## src/rtl/slot_reel_engine.sv

```systemverilog
// slot_reel_engine: multi-reel slot machine core.
//   One start button launches REELS symbol counters in a staggered sequence, START_GAP cycles
//   apart. Each reel is halted by its own stop button. Once every reel has started and stopped,
//   the result is judged. A win (all symbols equal) raises fever for FEVER_HOLD cycles, bumps a
//   saturating win counter and then clears the reels.
// Ports:
//   clock      - system clock, rising edge
//   reset      - synchronous, active-high, clears all state
//   start      - start button (level; rising edge acts, only in IDLE)
//   stop       - per-reel stop buttons (level; rising edge acts on a running reel)
//   reels      - reel k symbol at [k*SYM_W +: SYM_W]
//   run_stop   - OR of all reel run flags
//   running    - per-reel run flags
//   fever      - win indication
//   win_count  - saturating number of wins since reset
//   busy       - high whenever the engine is not idle
module slot_reel_engine #(
   parameter int unsigned REELS      = 3,
   parameter int unsigned SYM_W      = 3,
   parameter int unsigned START_GAP  = 16,
   parameter int unsigned FEVER_HOLD = 32,
   parameter int unsigned WIN_W      = 8
) (
   input  logic                   clock,
   input  logic                   reset,
   input  logic                   start,
   input  logic [REELS-1:0]       stop,
   output logic [REELS*SYM_W-1:0] reels,
   output logic                   run_stop,
   output logic [REELS-1:0]       running,
   output logic                   fever,
   output logic [WIN_W-1:0]       win_count,
   output logic                   busy
);

   localparam int unsigned IDX_W  = $clog2(REELS + 1);
   localparam int unsigned GAP_W  = (START_GAP > 1) ? $clog2(START_GAP) : 1;
   localparam int unsigned HOLD_W = (FEVER_HOLD > 1) ? $clog2(FEVER_HOLD) : 1;

   localparam logic [GAP_W-1:0]  GAP_LAST  = GAP_W'(START_GAP - 1);
   localparam logic [HOLD_W-1:0] HOLD_LAST = HOLD_W'(FEVER_HOLD - 1);
   localparam logic [IDX_W-1:0]  IDX_LAST  = IDX_W'(REELS - 1);

   typedef enum logic [2:0] {
      StIdle,
      StSpinup,
      StSpin,
      StJudge,
      StWin
   } state_e;

   state_e                   state_q, state_d;
   logic                     start_dly_q, start_dly_d;
   logic [REELS-1:0]         stop_dly_q, stop_dly_d;
   logic [REELS*SYM_W-1:0]   reels_q, reels_d;
   logic [REELS-1:0]         running_q, running_d;
   logic                     fever_q, fever_d;
   logic [WIN_W-1:0]         win_count_q, win_count_d;
   logic [GAP_W-1:0]         gap_q, gap_d;
   logic [IDX_W-1:0]         idx_q, idx_d;
   logic [HOLD_W-1:0]        hold_q, hold_d;

   logic                     start_edge;
   logic [REELS-1:0]         stop_edge;
   logic                     all_equal;

   always_comb begin
      state_d     = state_q;
      start_dly_d = start;
      stop_dly_d  = stop;
      reels_d     = reels_q;
      running_d   = running_q;
      fever_d     = fever_q;
      win_count_d = win_count_q;
      gap_d       = gap_q;
      idx_d       = idx_q;
      hold_d      = hold_q;

      start_edge = start & ~start_dly_q;
      stop_edge  = stop & ~stop_dly_q;

      all_equal = 1'b1;
      for (int k = 1; k < REELS; k++) begin
         if (reels_q[k*SYM_W +: SYM_W] != reels_q[0 +: SYM_W]) begin
            all_equal = 1'b0;
         end
      end

      // Running reels advance; a stop edge halts the reel and suppresses that cycle's step.
      // Edges on idle reels fall through and are forgotten.
      for (int k = 0; k < REELS; k++) begin
         if (running_q[k]) begin
            if (stop_edge[k]) begin
               running_d[k] = 1'b0;
            end else begin
               reels_d[k*SYM_W +: SYM_W] = reels_q[k*SYM_W +: SYM_W] + SYM_W'(1);
            end
         end
      end

      unique case (state_q)
         StIdle: begin
            if (start_edge) begin
               running_d[0] = 1'b1;
               gap_d        = '0;
               idx_d        = IDX_W'(1);
               state_d      = StSpinup;
            end
         end
         StSpinup: begin
            if (gap_q == GAP_LAST) begin
               gap_d = '0;
               for (int k = 1; k < REELS; k++) begin
                  if (idx_q == IDX_W'(k)) begin
                     running_d[k] = 1'b1;
                  end
               end
               idx_d = idx_q + IDX_W'(1);
               if (idx_q == IDX_LAST) begin
                  state_d = StSpin;
               end
            end else begin
               gap_d = gap_q + GAP_W'(1);
            end
         end
         StSpin: begin
            // Every reel has been launched here, so all flags low means all stopped.
            if (running_q == '0) begin
               state_d = StJudge;
            end
         end
         StJudge: begin
            if (all_equal) begin
               fever_d = 1'b1;
               if (win_count_q != {WIN_W{1'b1}}) begin
                  win_count_d = win_count_q + WIN_W'(1);
               end
               hold_d  = '0;
               state_d = StWin;
            end else begin
               fever_d = 1'b0;
               state_d = StIdle;
            end
         end
         StWin: begin
            if (hold_q == HOLD_LAST) begin
               fever_d = 1'b0;
               reels_d = '0;
               state_d = StIdle;
            end else begin
               hold_d = hold_q + HOLD_W'(1);
            end
         end
         default: begin
            state_d = StIdle;
         end
      endcase
   end

   always_ff @(posedge clock) begin
      if (reset) begin
         state_q     <= StIdle;
         start_dly_q <= 1'b0;
         stop_dly_q  <= '0;
         reels_q     <= '0;
         running_q   <= '0;
         fever_q     <= 1'b0;
         win_count_q <= '0;
         gap_q       <= '0;
         idx_q       <= '0;
         hold_q      <= '0;
      end else begin
         state_q     <= state_d;
         start_dly_q <= start_dly_d;
         stop_dly_q  <= stop_dly_d;
         reels_q     <= reels_d;
         running_q   <= running_d;
         fever_q     <= fever_d;
         win_count_q <= win_count_d;
         gap_q       <= gap_d;
         idx_q       <= idx_d;
         hold_q      <= hold_d;
      end
   end

   assign reels     = reels_q;
   assign running   = running_q;
   assign run_stop  = |running_q;
   assign fever     = fever_q;
   assign win_count = win_count_q;
   assign busy      = (state_q != StIdle);

endmodule

```

## config.mk

```make
export PLATFORM = sky130hd
export DESIGN_NAME = slot_reel_engine
export DESIGN_NICKNAME = d
export VERILOG_FILES = /design/src/rtl/slot_reel_engine.sv
export SDC_FILE = /design/constraint.sdc
export NUM_CORES = 1
export LEC_CHECK = 0
export CAP_MARGIN = 20
export CORE_MARGIN = 3
export CORE_UTILIZATION = 47
export CTS_CLUSTER_SIZE = 10
export DETAILED_ROUTE_END_ITERATION = 10
export PLACE_DENSITY_LB_ADDON = 0.05
export RECOVER_POWER = 100
export SLEW_MARGIN = 25
export SYNTH_ARGS = -nofsm -noshare
export SYNTH_HDL_FRONTEND = slang
export SYNTH_SLANG_ARGS = --single-unit
```

## constraint.sdc

```tcl
create_clock -name clock -period 1.8 [get_ports clock]
set_input_delay 0.18 -clock clock [delete_from_list [all_inputs] [get_ports clock]]
set_output_delay 0.18 -clock clock [all_outputs]
set_load 0.02 [all_outputs]
```

==> results of run 1 <==
[what timing repair did]
| item | 4_1_cts | 5_1_grt |
|---|---|---|
| pin swaps | 1 | 0 |
| setup buffers | 1 | 0 |
| resized for setup | 1 | 5 |
| hold buffers | 0 | 0 |
| setup endpoints to repair | 4 | 7 |
[state kept, by name, indices dropped and copies added, names as in the netlist, 2 cells and up]
register and count:
state_q 3, hold_q 5, reels 9, win_count 8, gap_q 4, stop_dly_q 3
running 3, idx_q 2
[worst max-delay path, stage by stage (launching register included)]
cell and delay, ps:
dfxtp_4 340, or3_1 380, a21o_1 190, or3_4 380, or3_1 350, a21oi_2 150
[power by group]
part | leakage, nW | switching [mW] | internal, mW
logic | 0.638 | 0.0693 | 0.0554
clock network | 0.0371 | 0.268 | 0.258
registers | 0.317 | 0.0121 | 0.878
[worst paths after layout]
| check | startpoint | end | slack [ps] |
|---|---|---|---|
| setup / recovery | reels[0] | win_count[3] | -50 |
| hold / removal | stop[2] | stop_dly_q[2] | 430 |
| setup reg to reg | reels[0] | win_count[3] | -50 |
| hold reg to reg | fever | fever | 480 |
[kinds of logic (layout without fill, tap and decap cells)]
logic type	after synthesis	count (layout)	share of synthesized area
AND/OR/NAND/NOR	95	95	0.266
flip-flops	39	39	0.444
AO/OA/AOI/OAI	32	32	0.113
buffers and inverters	14	60	0.0299
adder cells (fa/ha/maj)	9	9	0.0641
multiplexers	8	8	0.0477
XOR/XNOR	7	7	0.0349
[metrics by stage]
step           TNS [ps]  area [um2]  power, mW  setup WS [ps]  hold slack [ps]
3_5_place_dp      -43.4        2210       1.04          -43.4              477
4_1_cts           -62.7        2280       1.55          -44.5              428
2_1_floorplan     -26.3        1770      0.981          -26.3              308
6_report           -112        2290       1.54          -51.5              433
3_3_place_gp          0        2210       1.03           6.93              465
5_1_grt            -437        2290       1.61           -108              451
[layout by cell type, fill, tap and decap left out, types with 7 or more instances in the layout]
master / count
nor2_1: 40
dfxtp_1: 37
dlygate4sd3_1: 21
buf_4: 12
a21oi_1: 10
inv_1: 9
nand2_1: 9
nor3_1: 9
ha_1: 9
o21ai_0: 7
nand3_1: 7
[per-layer routing]
layer  global-route usage  wire [um]  vias up
li1                     -          -      806
met1                0.210       1700      746
met2                0.347       2000       34
met3               0.0582        153        4
met4               0.0684         35        0
met5                    0          0        -
[final cells by class]
cell class | instances | area (um2) | area share
tap | 46 | 57.6 | 0.0251
timing repair buffer | 45 | 390 | 0.170
inverter | 9 | 33.8 | 0.0147
sequential | 39 | 786 | 0.343
clock buffer | 6 | 72.6 | 0.0317
multi-input combinational | 151 | 951 | 0.415
==> flow_summary.yaml, run 1 <==
run_status:
  run_status: "finished, violations left"
  failed_checks: "negative setup slack"
worst_hold_path:
  whs_path_depth: 3
  hp-class: "input pin to register"
global_route:
  grt_max_degree: 16
  grt_use_total: 0.192
  grt.overflow.total: 0
  antenna_found_initial: 0
  grt_first_pass_wirelength_um: 6640
  first_global_vias: 1603
place:
  globalplace.congestion: 0.856
  detailed_place_hpwl_um: 2960
  portBuffers: 28
  dp_cells: 289
critical_path:
  crit_arrival_ps: 2070
  path_class: "register to register"
  r2r_cells: 5
  crit_required_ps: 2020
  worstPathMaxFanout: 6
  cp-end-kind: "register"
  critPathLaunchType: "register"
synthesis:
  synthTopCellsByCount: "41 x nor2_1, 39 x dfxtp_1, 11 x a21oi_1, 10 x nor3_1"
  netlist_area_um2: 1760
  synth_area_per_cell_um2: 8.61
  ys_seq_area_frac: 0.444
  synth_fp_nets: 219
  yosysMostFrequentCell: "nor2_1"
  synth_area_leaders: "dfxtp_1 44%, nor2_1 8.8%, ha_1 6.4%, a21oi_1 3.1%, mux2i_1 2.8%"
  synth-edff-count: 0
  async_flop_share: 0
  synthFlopType: "dfxtp_1"
  synth_top_area_frac: 0.444
  synth-seq-cells: 39
  netlist_instances: 204
  synth_cell_types: 40
  ys_warn_count: 0
  yosys.area.top_type: "dfxtp_1"
cts:
  cts_root_buf: "clkbuf_8"
  cts_made_buffers: 5
  clock_sinks: 39
  cts_tree: "yes"
  cts_htree_levels: 2
  cts_buffer_depth: 2
  clk_pin_slew_ps: 70
  clkLatencyLatePin_ps: 280
timing:
  setup_slack_ps: -51.5
  setup_viol: 4
  relSlewSlack: 0.693
  tightest_slew_ps: 460
  fin_crit_sh: 1.03
  maxSlewViolCount: 0
  fmax_ghz: 0.540
  timing.final.hold_violations: 0
  skew_ps: 6.59
  rsz0062_at_grt: "true"
  min_period_ps: 1850
routing:
  routedWlPerCell_um: 13.1
  drtIter0Drc: 62
  drc_errors: 0
  routed_wl_um: 3890
  num_vias: 1590
  first_pass_iters: 4
  routed_via_density: 5.37
  ant_nets: 0
finish:
  area_growth_pct: 30.4
  fill_cells: 305
  final_cells: 296
  final_util: 0.661
  drive_gt1_frac: 0.128
  num-nets-final: 266
  antenna_cells: 0
floorplan:
  die_area_um2: 4510
  row_count: 21
  ioPinCount: 29
  floorplan.initialDensity: 0.506
  die_h_um: 67.1
  die_w_um: 67.1
  coreArea_um2: 3470
power_and_ir_drop:
  cellLeakagePower_nw: 0.992
  powerDensity_nw_per_um2: 673
  vdd_drop_max_mv: 0.548
flow_run:
  cap_viol_max_count: 0
Note: power is estimated with default switching activity, not from simulation.
==> run 2: changes to the inputs <==
--- a/config.mk
+++ b/config.mk
@@ -10,6 +10,7 @@
 export CORE_UTILIZATION = 47
 export CTS_CLUSTER_SIZE = 10
 export DETAILED_ROUTE_END_ITERATION = 10
+export MAX_ROUTING_LAYER = met4
 export PLACE_DENSITY_LB_ADDON = 0.05
 export RECOVER_POWER = 100
 export SLEW_MARGIN = 25
==> flow_summary.yaml, run 2 (synthesized netlist as in run 1, its figures left out) <==
critical_path:
  critPathLaunchType: "register"
  path_class: "register to register"
  max_stage_delay_ps: 380
  crit_required_ps: 2020
  cpMostUsedCell: "or3_1"
  cp_slowest_cell: "or3_4"
  crit_arrival_ps: 2070
  crit_chain: "or3_1, a21o_1, or3_4, or3_1, a21oi_2"
  cp-end-kind: "register"
  worstPathMaxFanout: 6
timing:
  timing.final.hold_violations: 0
  relSlewSlack: 0.694
  skew_ps: 5.92
  holdWs_ps: 434
  setup_viol: 4
  tightest_slew_ps: 457
  min_period_ps: 1850
  maxSlewViolCount: 0
  rsz0062_at_grt: "true"
  setup_slack_ps: -50.7
  fin_crit_sh: 1.03
  fmax_ghz: 0.540
place:
  dp_cells: 289
  detailed_place_hpwl_um: 2960
  portBuffers: 28
  globalplace.congestion: 0.870
  pre_cts_ws_ps: -43.4
run_status:
  failed_checks: "negative setup slack"
  run_status: "finished, violations left"
cts:
  cts_root_buf: "clkbuf_8"
  cts_hold_buf: 0
  clk_pin_slew_ps: 70
  cts_tree: "yes"
  cts_made_buffers: 5
  clkLatencyLatePin_ps: 280
  cts_htree_levels: 2
  clock_sinks: 39
  cts_buffer_depth: 2
power_and_ir_drop:
  p_int_mw: 1.19
  switchingPower_mw: 0.350
  sw_frac_of_total: 0.227
  power_frac_clock: 0.342
  seqPwrFrac: 0.577
  powerDensity_nw_per_um2: 673
  vdd_drop_max_mv: 0.548
  pwr-share-comb: 0.081
  cellLeakagePower_nw: 0.992
  total_power_mw: 1.54
floorplan:
  die_w_um: 67.1
  coreArea_um2: 3470
  die_area_um2: 4510
  ioPinCount: 29
  row_count: 21
  die_h_um: 67.1
  floorplan.initialDensity: 0.506
finish:
  antenna_cells: 0
  final_util: 0.661
  largest_reg_flops: 9
  multi_input_area_um2: 951
  num-nets-final: 266
  fill_cells: 305
  mostFrequentLayoutCell: "nor2_1"
  mostFrequentLayoutCells: "40 x nor2_1, 37 x dfxtp_1, 21 x dlygate4sd3_1, 12 x buf_4, 10 x a21oi_1"
  seq_area_um2: 786
  area_growth_pct: 30.4
  drive_gt1_frac: 0.128
  final_cells: 296
routing:
  drtIter0Drc: 57
  routedWlPerCell_um: 13.2
  drc_errors: 0
  routed_via_density: 5.36
  first_pass_iters: 4
  ant_nets: 0
  routed_wl_um: 3900
  num_vias: 1588
global_route:
  first_global_vias: 1605
  grt.overflow.total: 0
  antenna_found_initial: 0
  grt_first_pass_wirelength_um: 6640
  grt_max_degree: 16
  grt_use_total: 0.197
worst_hold_path:
  hp-class: "input pin to register"
flow_run:
  cap_viol_max_count: 0
==> run 2: cell counts in the layout (fill, tap and decap cells not counted) <==
No cell type changed its count.
==> run 2: worst paths after layout <==
path	depth (start not counted)	endpoint	slack [ps]	from
worst max-delay path	5	win_count[3]	-50	reels[0]
worst min-delay path	3	stop_dly_q[2]	430	stop[2]
worst max register to register	5	win_count[3]	-50	reels[0]
worst min register to register	2	fever	480	fever
==> run 2: critical path: cells and delay by family (launching register included) <==
| kind | cells | cell delay, ps |
|---|---|---|
| AOI/OAI and AO/OA | 2 | 340 |
| and+or+nand+nor | 3 | 1100 |
| DFF | 1 | 340 |
==> run 2: routing by layer <==
metal  track usage  wire, um  up-vias
li1              -         -      805
met1         0.210      1700      747
met2         0.347      2010       32
met3        0.0582       152        4
met4        0.0684        37        0
met5             -         0        -
==> run 2: what timing repair did <==
action	in CTS	in global routing
setup buffers	1	0
cloned	0	0
gates resized for setup	1	5
pin swaps	1	0
setup endpoints to repair	4	7
hold endpoints to repair	0	0
==> run 2: area by class of cell <==
class / instances / area share
Sequential cell: 39 / 0.343
Multi-Input combinational cell: 151 / 0.415
Inverter: 9 / 0.0147
Tap cell: 46 / 0.0251
Clock buffer: 6 / 0.0317
Timing Repair Buffer: 45 / 0.170
==> run 2: power groups by stage <==
stage | clock [mW] | combinational [mW] | sequential, mW
3_5_place_dp | 0 | 0.129 | 0.909
5_1_grt | 0.579 | 0.138 | 0.891
6_report | 0.527 | 0.125 | 0.890
4_1_cts | 0.537 | 0.128 | 0.890
2_1_floorplan | 0 | 0.0674 | 0.913
3_3_place_gp | 0 | 0.124 | 0.908
==> run 2: stage by stage <==
stage | TNS (ps) | cell area, um2
after floorplan | -26.3 | 1770
after global placement | 0 | 2210
after detailed placement | -43.4 | 2210
after CTS | -62.7 | 2280
after global routing | -442 | 2290
final | -111 | 2290
==> run 3: changes to the inputs <==
--- a/config.mk
+++ b/config.mk
@@ -5,7 +5,6 @@
 export SDC_FILE = /design/constraint.sdc
 export NUM_CORES = 1
 export LEC_CHECK = 0
-export CAP_MARGIN = 20
 export CORE_MARGIN = 3
 export CORE_UTILIZATION = 47
 export CTS_CLUSTER_SIZE = 10
==> results of run 3 <==
Final layout, timing and power as in run 2 (identical DEF).
